`config.mk`:
```
export PLATFORM = sky130hd
export DESIGN_NAME = ecc_scrubber
export DESIGN_NICKNAME = d
export VERILOG_FILES = /design/src/rtl/ecc_scrubber.sv
export SDC_FILE = /design/constraint.sdc
export NUM_CORES = 1
export LEC_CHECK = 0
export CORE_UTILIZATION = 47
export DETAILED_ROUTE_END_ITERATION = 12
export GPL_ROUTABILITY_DRIVEN = 0
export PLACE_DENSITY = 0.81
export SYNTH_ARGS = -nofsm -noshare
export SYNTH_HDL_FRONTEND = slang
export SYNTH_SLANG_ARGS = --single-unit
```
`constraint.sdc`:
```
create_clock -name clk -period 2.4 [get_ports clk]
set_input_delay 0.36 -clock clk [delete_from_list [all_inputs] [get_ports clk]]
set_output_delay 0.36 -clock clk [all_outputs]
set_load 0.01 [all_outputs]
```
`src/rtl/ecc_scrubber.sv`:
```
// Background ECC scrubber: owns the ecc_ram port, passes CPU accesses through with
// priority, and in idle time walks every address, writing back single-bit corrections.
module ecc_scrubber #(
    parameter int DATA_WIDTH     = 16,
    parameter int RAM_DEPTH      = 256,
    parameter int SCRUB_INTERVAL = 1024,
    parameter int CNT_WIDTH      = 16,
    localparam int AW            = $clog2(RAM_DEPTH)
) (
    input  logic                  clk,
    input  logic                  rst_n,
    input  logic                  scrub_en,
    input  logic [DATA_WIDTH-1:0] cpu_data_in,
    input  logic [AW-1:0]         cpu_addr,
    input  logic                  cpu_write_en,
    input  logic                  cpu_read_en,
    output logic [DATA_WIDTH-1:0] cpu_data_out,
    output logic                  cpu_single_error,
    output logic                  cpu_double_error,
    output logic [DATA_WIDTH-1:0] ram_data_in,
    output logic [AW-1:0]         ram_addr,
    output logic                  ram_write_en,
    output logic                  ram_read_en,
    input  logic [DATA_WIDTH-1:0] ram_data_out,
    input  logic                  ram_single_error,
    input  logic                  ram_double_error,
    output logic                  scrub_busy,
    output logic                  pass_done,
    output logic [CNT_WIDTH-1:0]  corrected_count,
    output logic [CNT_WIDTH-1:0]  uncorrectable_count,
    output logic [AW-1:0]         last_err_addr
);

    localparam int IW = (SCRUB_INTERVAL > 1) ? $clog2(SCRUB_INTERVAL) : 1;
    localparam logic [AW-1:0]        LAST_ADDR = AW'(RAM_DEPTH - 1);
    localparam logic [IW-1:0]        INT_LAST  = IW'(SCRUB_INTERVAL - 1);
    localparam logic [CNT_WIDTH-1:0] CNT_MAX   = '1;

    typedef enum logic [2:0] {
        S_IDLE, S_WAIT, S_READ, S_CHECK, S_WRITEBACK, S_NEXT
    } state_t;

    state_t                state_q, state_d;
    logic [AW-1:0]         addr_q, addr_d;
    logic [IW-1:0]         icnt_q, icnt_d;
    logic [CNT_WIDTH-1:0]  corr_q, corr_d;
    logic [CNT_WIDTH-1:0]  unc_q, unc_d;
    logic [AW-1:0]         last_err_q, last_err_d;
    logic [DATA_WIDTH-1:0] wb_data_q, wb_data_d;
    logic                  pass_q, pass_d;
    logic                  cpu_rd_q, cpu_rd_d;

    logic cpu_active;
    logic cpu_hit;
    logic scrub_rd;
    logic scrub_wr;

    function automatic logic [CNT_WIDTH-1:0] sat_inc(input logic [CNT_WIDTH-1:0] v);
        return (v == CNT_MAX) ? v : v + CNT_WIDTH'(1);
    endfunction

    assign cpu_active = cpu_write_en | cpu_read_en;
    // A CPU write to the address being scrubbed makes any pending writeback stale.
    assign cpu_hit    = cpu_write_en && (cpu_addr == addr_q);

    always_comb begin
        state_d    = state_q;
        addr_d     = addr_q;
        icnt_d     = icnt_q;
        corr_d     = corr_q;
        unc_d      = unc_q;
        last_err_d = last_err_q;
        wb_data_d  = wb_data_q;
        pass_d     = 1'b0;
        scrub_rd   = 1'b0;
        scrub_wr   = 1'b0;
        cpu_rd_d   = cpu_read_en & ~cpu_write_en;
        case (state_q)
            S_IDLE: begin
                if (scrub_en) begin
                    state_d = S_WAIT;
                    icnt_d  = '0;
                end
            end
            S_WAIT: begin
                if (!scrub_en) begin
                    state_d = S_IDLE;
                end else if (!cpu_active) begin
                    if (icnt_q == INT_LAST) begin
                        state_d = S_READ;
                        icnt_d  = '0;
                    end else begin
                        icnt_d = icnt_q + IW'(1);
                    end
                end
            end
            S_READ: begin
                if (!cpu_active) begin
                    scrub_rd = 1'b1;
                    state_d  = S_CHECK;
                end
            end
            S_CHECK: begin
                state_d = S_NEXT;
                if (ram_single_error) begin
                    corr_d     = sat_inc(corr_q);
                    last_err_d = addr_q;
                    wb_data_d  = ram_data_out;
                    if (!cpu_hit) state_d = S_WRITEBACK;
                end else if (ram_double_error) begin
                    unc_d      = sat_inc(unc_q);
                    last_err_d = addr_q;
                end
            end
            S_WRITEBACK: begin
                if (cpu_hit) begin
                    state_d = S_NEXT;
                end else if (!cpu_active) begin
                    scrub_wr = 1'b1;
                    state_d  = S_NEXT;
                end
            end
            S_NEXT: begin
                if (addr_q == LAST_ADDR) begin
                    addr_d = '0;
                    pass_d = 1'b1;
                end else begin
                    addr_d = addr_q + AW'(1);
                end
                icnt_d  = '0;
                state_d = scrub_en ? S_WAIT : S_IDLE;
            end
            default: state_d = S_IDLE;
        endcase
    end

    // CPU strobes take the port outright; write beats read.
    always_comb begin
        if (cpu_write_en) begin
            ram_data_in  = cpu_data_in;
            ram_addr     = cpu_addr;
            ram_write_en = 1'b1;
            ram_read_en  = 1'b0;
        end else if (cpu_read_en) begin
            ram_data_in  = cpu_data_in;
            ram_addr     = cpu_addr;
            ram_write_en = 1'b0;
            ram_read_en  = 1'b1;
        end else begin
            ram_data_in  = scrub_wr ? wb_data_q : '0;
            ram_addr     = addr_q;
            ram_write_en = scrub_wr;
            ram_read_en  = scrub_rd;
        end
    end

    always_ff @(posedge clk or negedge rst_n) begin
        if (!rst_n) begin
            state_q    <= S_IDLE;
            addr_q     <= '0;
            icnt_q     <= '0;
            corr_q     <= '0;
            unc_q      <= '0;
            last_err_q <= '0;
            wb_data_q  <= '0;
            pass_q     <= 1'b0;
            cpu_rd_q   <= 1'b0;
        end else begin
            state_q    <= state_d;
            addr_q     <= addr_d;
            icnt_q     <= icnt_d;
            corr_q     <= corr_d;
            unc_q      <= unc_d;
            last_err_q <= last_err_d;
            wb_data_q  <= wb_data_d;
            pass_q     <= pass_d;
            cpu_rd_q   <= cpu_rd_d;
        end
    end

    assign cpu_data_out        = ram_data_out;
    assign cpu_single_error    = ram_single_error & cpu_rd_q;
    assign cpu_double_error    = ram_double_error & cpu_rd_q;
    assign scrub_busy          = (state_q == S_READ) || (state_q == S_CHECK) ||
                                 (state_q == S_WRITEBACK) || (state_q == S_NEXT);
    assign pass_done           = pass_q;
    assign corrected_count     = corr_q;
    assign uncorrectable_count = unc_q;
    assign last_err_addr       = last_err_q;

endmodule

```
==> flow_summary.json, run 1 <==
{
  "hpwl_mm": 7.64,
  "cts_tree": "yes",
  "syn_area_per_cell_um2": 9.41,
  "drc": 0,
  "rsz0062_at_grt": "false",
  "drtAntennaViolNets": 0,
  "yosysSeqAreaShare_pct": 48.1,
  "synth_edf_count": 0,
  "grt_pass1_vias": 3510,
  "fin_hold_ws_ns": 0.481,
  "fin_util_pct": 69.9,
  "final_hold_viol_count": 0,
  "ys_seq_elements": 79,
  "clkSinkCount": 79,
  "max-vdd-ir-drop_uv": 456,
  "cp.arrival_ns": 1.97,
  "nets": 624,
  "n_antenna_cell": 0,
  "htreeDepth": 3,
  "tightest_slew_ns": 0.577,
  "clk_latency_ns": 0.34,
  "setup_violations": 0,
  "core_area_mm2": 0.00834,
  "numCtsBuffers": 9,
  "io_pins": 133,
  "path_max_fanout": 26,
  "initial_core_util_pct": 49.3,
  "drtIter0Drc": 178,
  "io_buffer_count": 132,
  "synth_top_family_by_area": "simple AND/OR/NAND/NOR gates",
  "synth-xor-area-share_pct": 8.94,
  "drv_slew": 0,
  "critPathKind": "input pin to primary output",
  "dieArea_mm2": 0.00913,
  "first_pass_iters": 5,
  "synth_compound_area_share_pct": 10.5,
  "min_path_type": "flop to flop",
  "grt_pass1_wl_mm": 16.8,
  "multi_input_area_mm2": 0.00195,
  "syn_inst": 437,
  "powerDensity_mw_per_mm2": 744,
  "outcome": "completed",
  "root_buffer": "clkbuf_8",
  "max_freq_ghz": 0.430,
  "async_flop_share_pct": 100,
  "fin_area_mm2": 0.00583,
  "yosysWarnings": 0,
  "cts.path.max_buffers": 2,
  "synthSimpleGateAreaFrac_pct": 23.1,
  "max_cap_viol_count": 0,
  "dieWidth_um": 95.5,
  "fin_ws_ns": 0.0732,
  "synth.net_count": 489,
  "slew_headroom_pct": 61.5,
  "mostFrequentLayoutCells": "113 x clkdlybuf4s50_1, 108 x nand2_1, 79 x dfrtp_1, 31 x xnor2_1, 25 x nor2_1",
  "synthTopCellsByArea": "dfrtp_1 48%, nand2_1 9.9%, xnor2_1 6.6%",
  "rows": 33,
  "grtUsageTotal_pct": 24.0,
  "r2r_start": "state_q[0]$_DFFE_PN0P_",
  "placed_area_mm2": 0.00555,
  "ys_types": 46,
  "final_common_cell": "clkdlybuf4s50_1",
  "area_delta_synth_final_pct": 41.7,
  "finClkSkew_ns": 0.00658,
  "cp-start-kind": "input pin",
  "wl_per_cell_um": 15.3,
  "vias": 3752,
  "pre_cts_slack_ns": -0.112,
  "muxShareOfSynthArea_pct": 3.26,
  "grt_max_degree": 42,
  "min_period_over_period_pct": 97.0,
  "vias_per_cell": 5.51,
  "min_period_ns": 2.33,
  "syn_area_mm2": 0.00411,
  "grt-ovfl-total": 0,
  "synth_largest_area_cell": "dfrtp_1",
  "setup.worst_path.start": "cpu_read_en",
  "cp.required_ns": 2.04,
  "dieHeight_um": 95.5,
  "hold_start": "wb_data_q[9]$_DFFE_PN0P_",
  "fillers": 639,
  "synth_top_area_share_pct": 48.1,
  "clkSlewWorstSetupHoldPaths_ns": 0.08,
  "yosys.area_share.adder_pct": 1.52,
  "fin_tns_setup_ns": 0,
  "end_kind": "primary output",
  "reg2reg_slack_ns": 0.18,
  "ys.flop_type": "dfrtp_1",
  "drive_gt1_share_pct": 10.1,
  "antenna_found_initial": 0,
  "p_leak_nw": 2.63,
  "register_area_mm2": 0.00198,
  "wl_mm": 10.4
}
[layer usage]
layer	up-vias	wire length [um]	global-route usage (%)
li1	1769	-	-
met1	1832	4290	30.4
met2	132	5400	41.4
met3	19	543	3.11
met4	0	201	9.58
met5	-	0	0
[worst paths after layout]
check / end / depth (start not counted)
max: ram_addr[2] / 6
min: wb_data_q[9]$_DFFE_PN0P_ / 2
max reg2reg: uncorrectable_count[14]$_DFFE_PN0P_ / 6
min reg2reg: wb_data_q[9]$_DFFE_PN0P_ / 2
max in group asynchronous: icnt_q[7]$_DFFE_PN0P_ / 3
min in group asynchronous: last_err_addr[1]$_DFFE_PN0P_ / 2
[cells by family (layout without fill, tap and decap cells)]
logic type / Yosys count / after routing
buf+inv: 35 / 174
simple gates: 203 / 203
flops: 79 / 79
xor+xnor: 42 / 42
compound gates: 61 / 61
fa+ha+maj: 5 / 5
mux: 12 / 12
[cell type report]
class,count,area share (%)
Sequential cell,79,33.9
Multi-Input combinational cell,323,33.5
Timing Repair Buffer,157,26.0
Clock buffer,10,2.36
Tap cell,105,2.25
Clock inverter,5,1.83
Inverter,2,0.129
[report_power, final]
group          switching (mW)  total (mW)  internal [mW]
combinational           0.651        1.33          0.680
sequential              0.234        1.81           1.58
clock                   0.475        1.19          0.716
total                    1.36        4.34           2.98
[worst max-delay path, cell delays in order]
cell	delay, ns
clkdlybuf4s50_1	0.41
or2_2	0.36
buf_6	0.20
nand2_1	0.09
nand2_1	0.06
clkdlybuf4s50_1	0.48
[metrics by stage]
step,power (mW),std cells
after global routing,4.60,681
after CTS,4.36,680
after floorplan,2.54,437
final,4.34,681
after detailed placement,3.16,662
after global placement,3.10,662
[state kept, by name (all words and copies together), names as in the netlist]
name / count
wb_data_q: 16
pass_done: 1
uncorrectable_count: 16
icnt_q: 10
state_q: 3
addr_q: 8
last_err_addr: 8
cpu_rd_q: 1
corrected_count: 16
[synth_stat cells (7+ instances only)]
| cell type | number |
|---|---|
| nand2_1 | 108 |
| nand3_1 | 15 |
| dfrtp_1 | 79 |
| nand4_1 | 14 |
| xor2_1 | 11 |
| xnor2_1 | 31 |
| o21ai_0 | 12 |
| nor3_1 | 8 |
| a22o_1 | 17 |
| clkbuf_1 | 15 |
| nor2_1 | 26 |
| a21oi_1 | 7 |
| buf_4 | 16 |
| mux2_2 | 11 |
| a31oi_1 | 9 |
[what timing repair did]
action | in CTS | in global routing
buffers inserted | 1 | 1
endpoints found under the hold margin | 2 | 0
hold buffers | 1 | 0
gates resized for setup | 24 | 1
gates cloned | 1 | 0
endpoints found under the setup margin | 17 | 2
pin swaps | 1 | 0
(Power assumes the default switching activity.)
==> run 2, diff against run 1 <==
--- a/config.mk
+++ b/config.mk
@@ -8,7 +8,9 @@
 export CORE_UTILIZATION = 47
 export DETAILED_ROUTE_END_ITERATION = 12
 export GPL_ROUTABILITY_DRIVEN = 0
+export GPL_TIMING_DRIVEN = 0
 export PLACE_DENSITY = 0.81
+export SLEW_MARGIN = 25
 export SYNTH_ARGS = -nofsm -noshare
 export SYNTH_HDL_FRONTEND = slang
 export SYNTH_SLANG_ARGS = --single-unit
==> run 2 against run 1 <==
Compared with the run above: cell area increased by 0.90%; utilization increased by 0.63 points; global-route usage decreased by 0.31 points; clock-buffer cell count unchanged; cell count increased by 2.8%; routed wire length decreased by 0.85%.
==> flow_summary.json, run 2 (same netlist as run 1, synthesis figures left out) <==
{
  "outcome": "completed",
  "grtUsageTotal_pct": 23.7,
  "pre_cts_slack_ns": -1.11,
  "root_buffer": "clkbuf_8",
  "clk_latency_ns": 0.35,
  "wl_per_cell_um": 14.8,
  "totalPowerFinal_mw": 4.18,
  "htreeDepth": 3,
  "cp.arrival_ns": 2.56,
  "max_freq_ghz": 0.434,
  "final_common_cell": "clkdlybuf4s50_1",
  "first_pass_iters": 5,
  "io_buffer_count": 132,
  "antenna_found_initial": 0,
  "max_cap_viol_count": 0,
  "final_hold_viol_count": 0,
  "min_period_ns": 2.30,
  "core_area_mm2": 0.00834,
  "grt_max_degree": 43,
  "grt-ovfl-total": 0,
  "initial_core_util_pct": 49.3,
  "rows": 33,
  "numCtsBuffers": 9,
  "nets": 642,
  "min_period_over_period_pct": 95.9,
  "powerDensity_mw_per_mm2": 712,
  "grt_pass1_wl_mm": 16.7,
  "dieHeight_um": 95.5,
  "drtAntennaViolNets": 0,
  "p_leak_nw": 2.66,
  "cts_tree": "yes",
  "clkSinkCount": 79,
  "drv_slew": 0,
  "vias": 3726,
  "cp.required_ns": 2.66,
  "cts.path.max_buffers": 2,
  "io_pins": 133,
  "hpwl_mm": 7.59,
  "crit_family": "simple AND/OR/NAND/NOR gates",
  "dieArea_mm2": 0.00913,
  "critPathKind": "flop to flop",
  "grt_pass1_vias": 3621,
  "drtIter0Drc": 201,
  "n_antenna_cell": 0,
  "critPathSlowestCell": "or4b_1",
  "vias_per_cell": 5.32,
  "clkSlewWorstSetupHoldPaths_ns": 0.08,
  "tightest_slew_ns": 0.772,
  "end_kind": "flop",
  "setup_violations": 0,
  "finClkSkew_ns": 0.0117,
  "path_max_fanout": 5,
  "cp_slowest_stage_delay_ns": 0.53,
  "fin_ws_ns": 0.0981,
  "wl_mm": 10.3,
  "dieWidth_um": 95.5,
  "drive_gt1_share_pct": 11.8,
  "mostFrequentLayoutCells": "111 x clkdlybuf4s50_1, 108 x nand2_1, 78 x dfrtp_1, 31 x xnor2_1, 26 x buf_4",
  "cp-start-kind": "flop",
  "max-vdd-ir-drop_uv": 615,
  "cp_num_buf_inv": 2,
  "rsz0062_at_grt": "true",
  "min_path_type": "flop to flop",
  "slew_headroom_pct": 48.4,
  "worstPathCellList": "buf_4 -> nand3b_1 -> or3b_1 -> or4b_1 -> buf_2 -> nor3_2 -> xor2_1",
  "area_delta_synth_final_pct": 43.0,
  "drc": 0
}
[run 2: cell type report]
| cell class | count | area [um^2] |
|---|---|---|
| Timing Repair Buffer | 143 | 1400 |
| Tap cell | 105 | 131 |
| Sequential cell | 79 | 1980 |
| Multi-Input combinational cell | 323 | 1970 |
| Clock buffer | 10 | 128 |
| Clock inverter | 6 | 70.1 |
| Fill cell | 652 | 2460 |
| Buffer | 32 | 196 |
| Inverter | 2 | 7.51 |
[run 2: final timing paths]
kind / from / end / slack [ns] / cells past startpoint
max: state_q[2]$_DFFE_PN0P_ / uncorrectable_count[14]$_DFFE_PN0P_ / 0.1 / 7
min: wb_data_q[2]$_DFFE_PN0P_ / wb_data_q[2]$_DFFE_PN0P_ / 0.48 / 2
max reg2reg: state_q[2]$_DFFE_PN0P_ / uncorrectable_count[14]$_DFFE_PN0P_ / 0.1 / 7
min reg2reg: wb_data_q[2]$_DFFE_PN0P_ / wb_data_q[2]$_DFFE_PN0P_ / 0.48 / 2
max in group asynchronous: rst_n / state_q[1]$_DFFE_PN0P_ / 1.28 / 3
min in group asynchronous: rst_n / last_err_addr[2]$_DFFE_PN0P_ / 0.51 / 2
[run 2: repair_timing]
item,CTS,global route
pin swaps,3,0
hold endpoints to repair,37,0
setup endpoints to repair,26,8
setup buffers,9,0
cloned,0,0
hold buffers,1,0
resized for setup,30,7
[run 2: worst reg2reg max path, stage by stage (launching register included)]
cell	delay, ns
dfrtp_1	0.42
buf_4	0.15
nand3b_1	0.20
or3b_1	0.44
or4b_1	0.53
buf_2	0.17
nor3_2	0.14
xor2_1	0.16
[run 2: per-layer routing]
metal | share of wire (%) | vias up | wire (um) | global-route usage [%]
met3 | 4.0 | 14 | 414 | 4.78
met4 | 1.2 | 0 | 121 | 6.59
met5 | 0 | - | 0 | 0
li1 | - | 1809 | - | -
met2 | 53 | 85 | 5450 | 41.2
met1 | 42 | 1818 | 4350 | 29.8
[run 2: report_power, final]
part / internal (mW) / switching, mW
combinational: 0.714 / 0.684
clock: 0.489 / 0.507
sequential: 1.58 / 0.208
total: 2.78 / 1.40
[run 2: stage by stage]
stage	utilization [%]	hold slack [ns]	instances	cell area [um^2]	setup TNS (ns)
after floorplan	-	0.0644	437	4110	0
after global placement	66.7	0.460	674	5570	-156.90
after detailed placement	66.9	0.354	675	5580	-21.19
after CTS	70.3	0.482	700	5860	0
after global routing	70.5	0.505	700	5880	-0.0558
final	70.5	0.477	700	5880	0
==> run 3, diff against run 2 <==
--- a/config.mk
+++ b/config.mk
@@ -5,6 +5,7 @@
 export SDC_FILE = /design/constraint.sdc
 export NUM_CORES = 1
 export LEC_CHECK = 0
+export CORE_ASPECT_RATIO = 0.6
 export CORE_UTILIZATION = 47
 export DETAILED_ROUTE_END_ITERATION = 12
 export GPL_ROUTABILITY_DRIVEN = 0
==> run 3 against run 2 <==
Compared with the run above: clock-buffer cell count grew 1; first-iteration DRC count up 32%; clock skew shrank 0.0045 ns; register-to-register slack better by 0.03 ns; critical path type is now flop to primary output; combinational power is essentially flat; hold slack lost 0.065 ns; routed wire length grew 6.2%; largest power group unchanged; maximum frequency shrank 2.1%; largest cell class is now multi-input gates.
==> flow_summary.json, run 3 (same netlist as run 1, synthesis figures left out) <==
{
  "outcome": "completed",
  "numCtsBuffers": 9,
  "rows": 26,
  "grt_pass1_vias": 3558,
  "dieWidth_um": 123,
  "r2r-end": "uncorrectable_count[14]$_DFFE_PN0P_",
  "r2r_start": "state_q[2]$_DFFE_PN0P_",
  "cts_tree": "yes",
  "mostFrequentLayoutCells": "112 x clkdlybuf4s50_1, 108 x nand2_1, 78 x dfrtp_1, 31 x xnor2_1, 25 x buf_4",
  "fillers": 609,
  "reg2reg_slack_ns": 0.13,
  "p_leak_nw": 2.67,
  "io_pins": 133,
  "cp.required_ns": 2.04,
  "endpoint": "ram_read_en",
  "vias": 3755,
  "grt_pass1_wl_mm": 17.4,
  "grt-ovfl-total": 0,
  "tightest_slew_ns": 0.819,
  "cts.path.max_buffers": 2,
  "drc": 0,
  "fin_ws_ns": 0.0495,
  "clkSlewWorstSetupHoldPaths_ns": 0.06,
  "n_antenna_cell": 0,
  "critPathKind": "flop to primary output",
  "pre_cts_slack_ns": -1.14,
  "cp.arrival_ns": 1.99,
  "rr_worst_depth": 7,
  "vias_per_cell": 5.33,
  "hpwl_mm": 8.03,
  "multi_input_area_mm2": 0.00198,
  "placed_area_mm2": 0.00560,
  "finClkSkew_ns": 0.00726,
  "core_area_mm2": 0.00849,
  "wl_per_cell_um": 15.6,
  "end_kind": "primary output",
  "max-vdd-ir-drop_uv": 517,
  "root_buffer": "clkbuf_16",
  "htreeDepth": 3,
  "final_hold_viol_count": 0,
  "register_area_mm2": 0.00198,
  "powerDensity_mw_per_mm2": 761,
  "nets": 640,
  "wl_mm": 11.0,
  "drive_gt1_share_pct": 12.3,
  "antenna_found_initial": 0,
  "drtIter0Drc": 265,
  "max_cap_viol_count": 0,
  "max_freq_ghz": 0.425,
  "io_buffer_count": 132,
  "min_period_over_period_pct": 97.9,
  "min_period_ns": 2.35,
  "drtAntennaViolNets": 0,
  "placed_cells": 682,
  "dieArea_mm2": 0.00914,
  "first_pass_iters": 5,
  "grtUsageTotal_pct": 25.0,
  "initial_core_util_pct": 48.4,
  "clkSinkCount": 79,
  "setup_violations": 0,
  "fin_tns_setup_ns": 0,
  "drv_slew": 0,
  "final_common_cell": "clkdlybuf4s50_1",
  "min_path_type": "input pin to flop",
  "setup.worst_path.start": "state_q[0]$_DFFE_PN0P_",
  "path_max_fanout": 10,
  "cp-start-kind": "flop",
  "slew_headroom_pct": 45.2,
  "clk_latency_ns": 0.33,
  "instances_no_fill": 705,
  "area_delta_synth_final_pct": 46.2,
  "dieHeight_um": 74.5,
  "totalPowerFinal_mw": 4.57,
  "rsz0062_at_grt": "true",
  "grt_max_degree": 47,
  "fin_area_mm2": 0.00601
}
==> run 3: per-layer routing <==
| metal | wire [um] | track usage [%] | part of all wire [%] |
|---|---|---|---|
| met4 | 242 | 10.0 | 2.2 |
| met5 | 0 | 0 | 0 |
| met1 | 4990 | 34.3 | 45 |
| met2 | 5000 | 37.9 | 46 |
| met3 | 745 | 6.75 | 6.8 |
==> run 3: area by class of cell <==
class | count | area share [%]
inverters | 2 | 0.125
repair buffers | 143 | 23.5
flip-flops and latches | 79 | 32.9
multi-input cells | 323 | 32.9
clock inverters | 5 | 0.957
plain buffers | 30 | 3.16
clock buffers | 11 | 4.04
well taps | 112 | 2.33
==> run 3: worst min path at each step <==
stage | from | endpoint | slack [ns] | cells after the start
detailed placement | rst_n | uncorrectable_count[4]$_DFFE_PN0P_ | 0.34 | 1
global route | cpu_read_en | cpu_rd_q$_DFF_PN0_ | 0.42 | 2
CTS | cpu_write_en | cpu_rd_q$_DFF_PN0_ | 0.46 | 2
floorplan | rst_n | addr_q[0]$_DFFE_PN0N_ | 0.06 | 0
global placement | wb_data_q[0]$_DFFE_PN0P_ | wb_data_q[0]$_DFFE_PN0P_ | 0.46 | 2
finish | cpu_read_en | cpu_rd_q$_DFF_PN0_ | 0.41 | 2
==> run 3: critical path: stages (launching register included) <==
cell and delay (ns):
dfrtp_1 0.41, buf_4 0.16, clkbuf_1 0.22, nor2_2 0.18, nor2_1 0.05, nor2_1 0.10
clkdlybuf4s50_1 0.54
==> run 3: stage by stage <==
| stage | util (%) | hold WS, ns |
|---|---|---|
| floorplan | - | 0.0644 |
| global placement | 65.6 | 0.461 |
| detailed placement | 65.9 | 0.337 |
| CTS | 70.6 | 0.464 |
| global route | 70.8 | 0.424 |
| finish | 70.8 | 0.412 |
==> run 3: what timing repair did <==
| action | 4_1_cts | 5_1_grt |
|---|---|---|
| cloned | 0 | 0 |
| hold endpoints to repair | 27 | 0 |
| endpoints found under the setup margin | 30 | 25 |
| hold buffers | 1 | 0 |
| gates resized for setup | 33 | 14 |
| setup buffers | 9 | 0 |
| pin swaps | 2 | 1 |
==> run 3: power by group <==
| group | switching [mW] | internal [mW] |
|---|---|---|
| Combinational | 0.702 | 0.714 |
| Clock | 0.518 | 0.832 |
| Sequential | 0.225 | 1.58 |
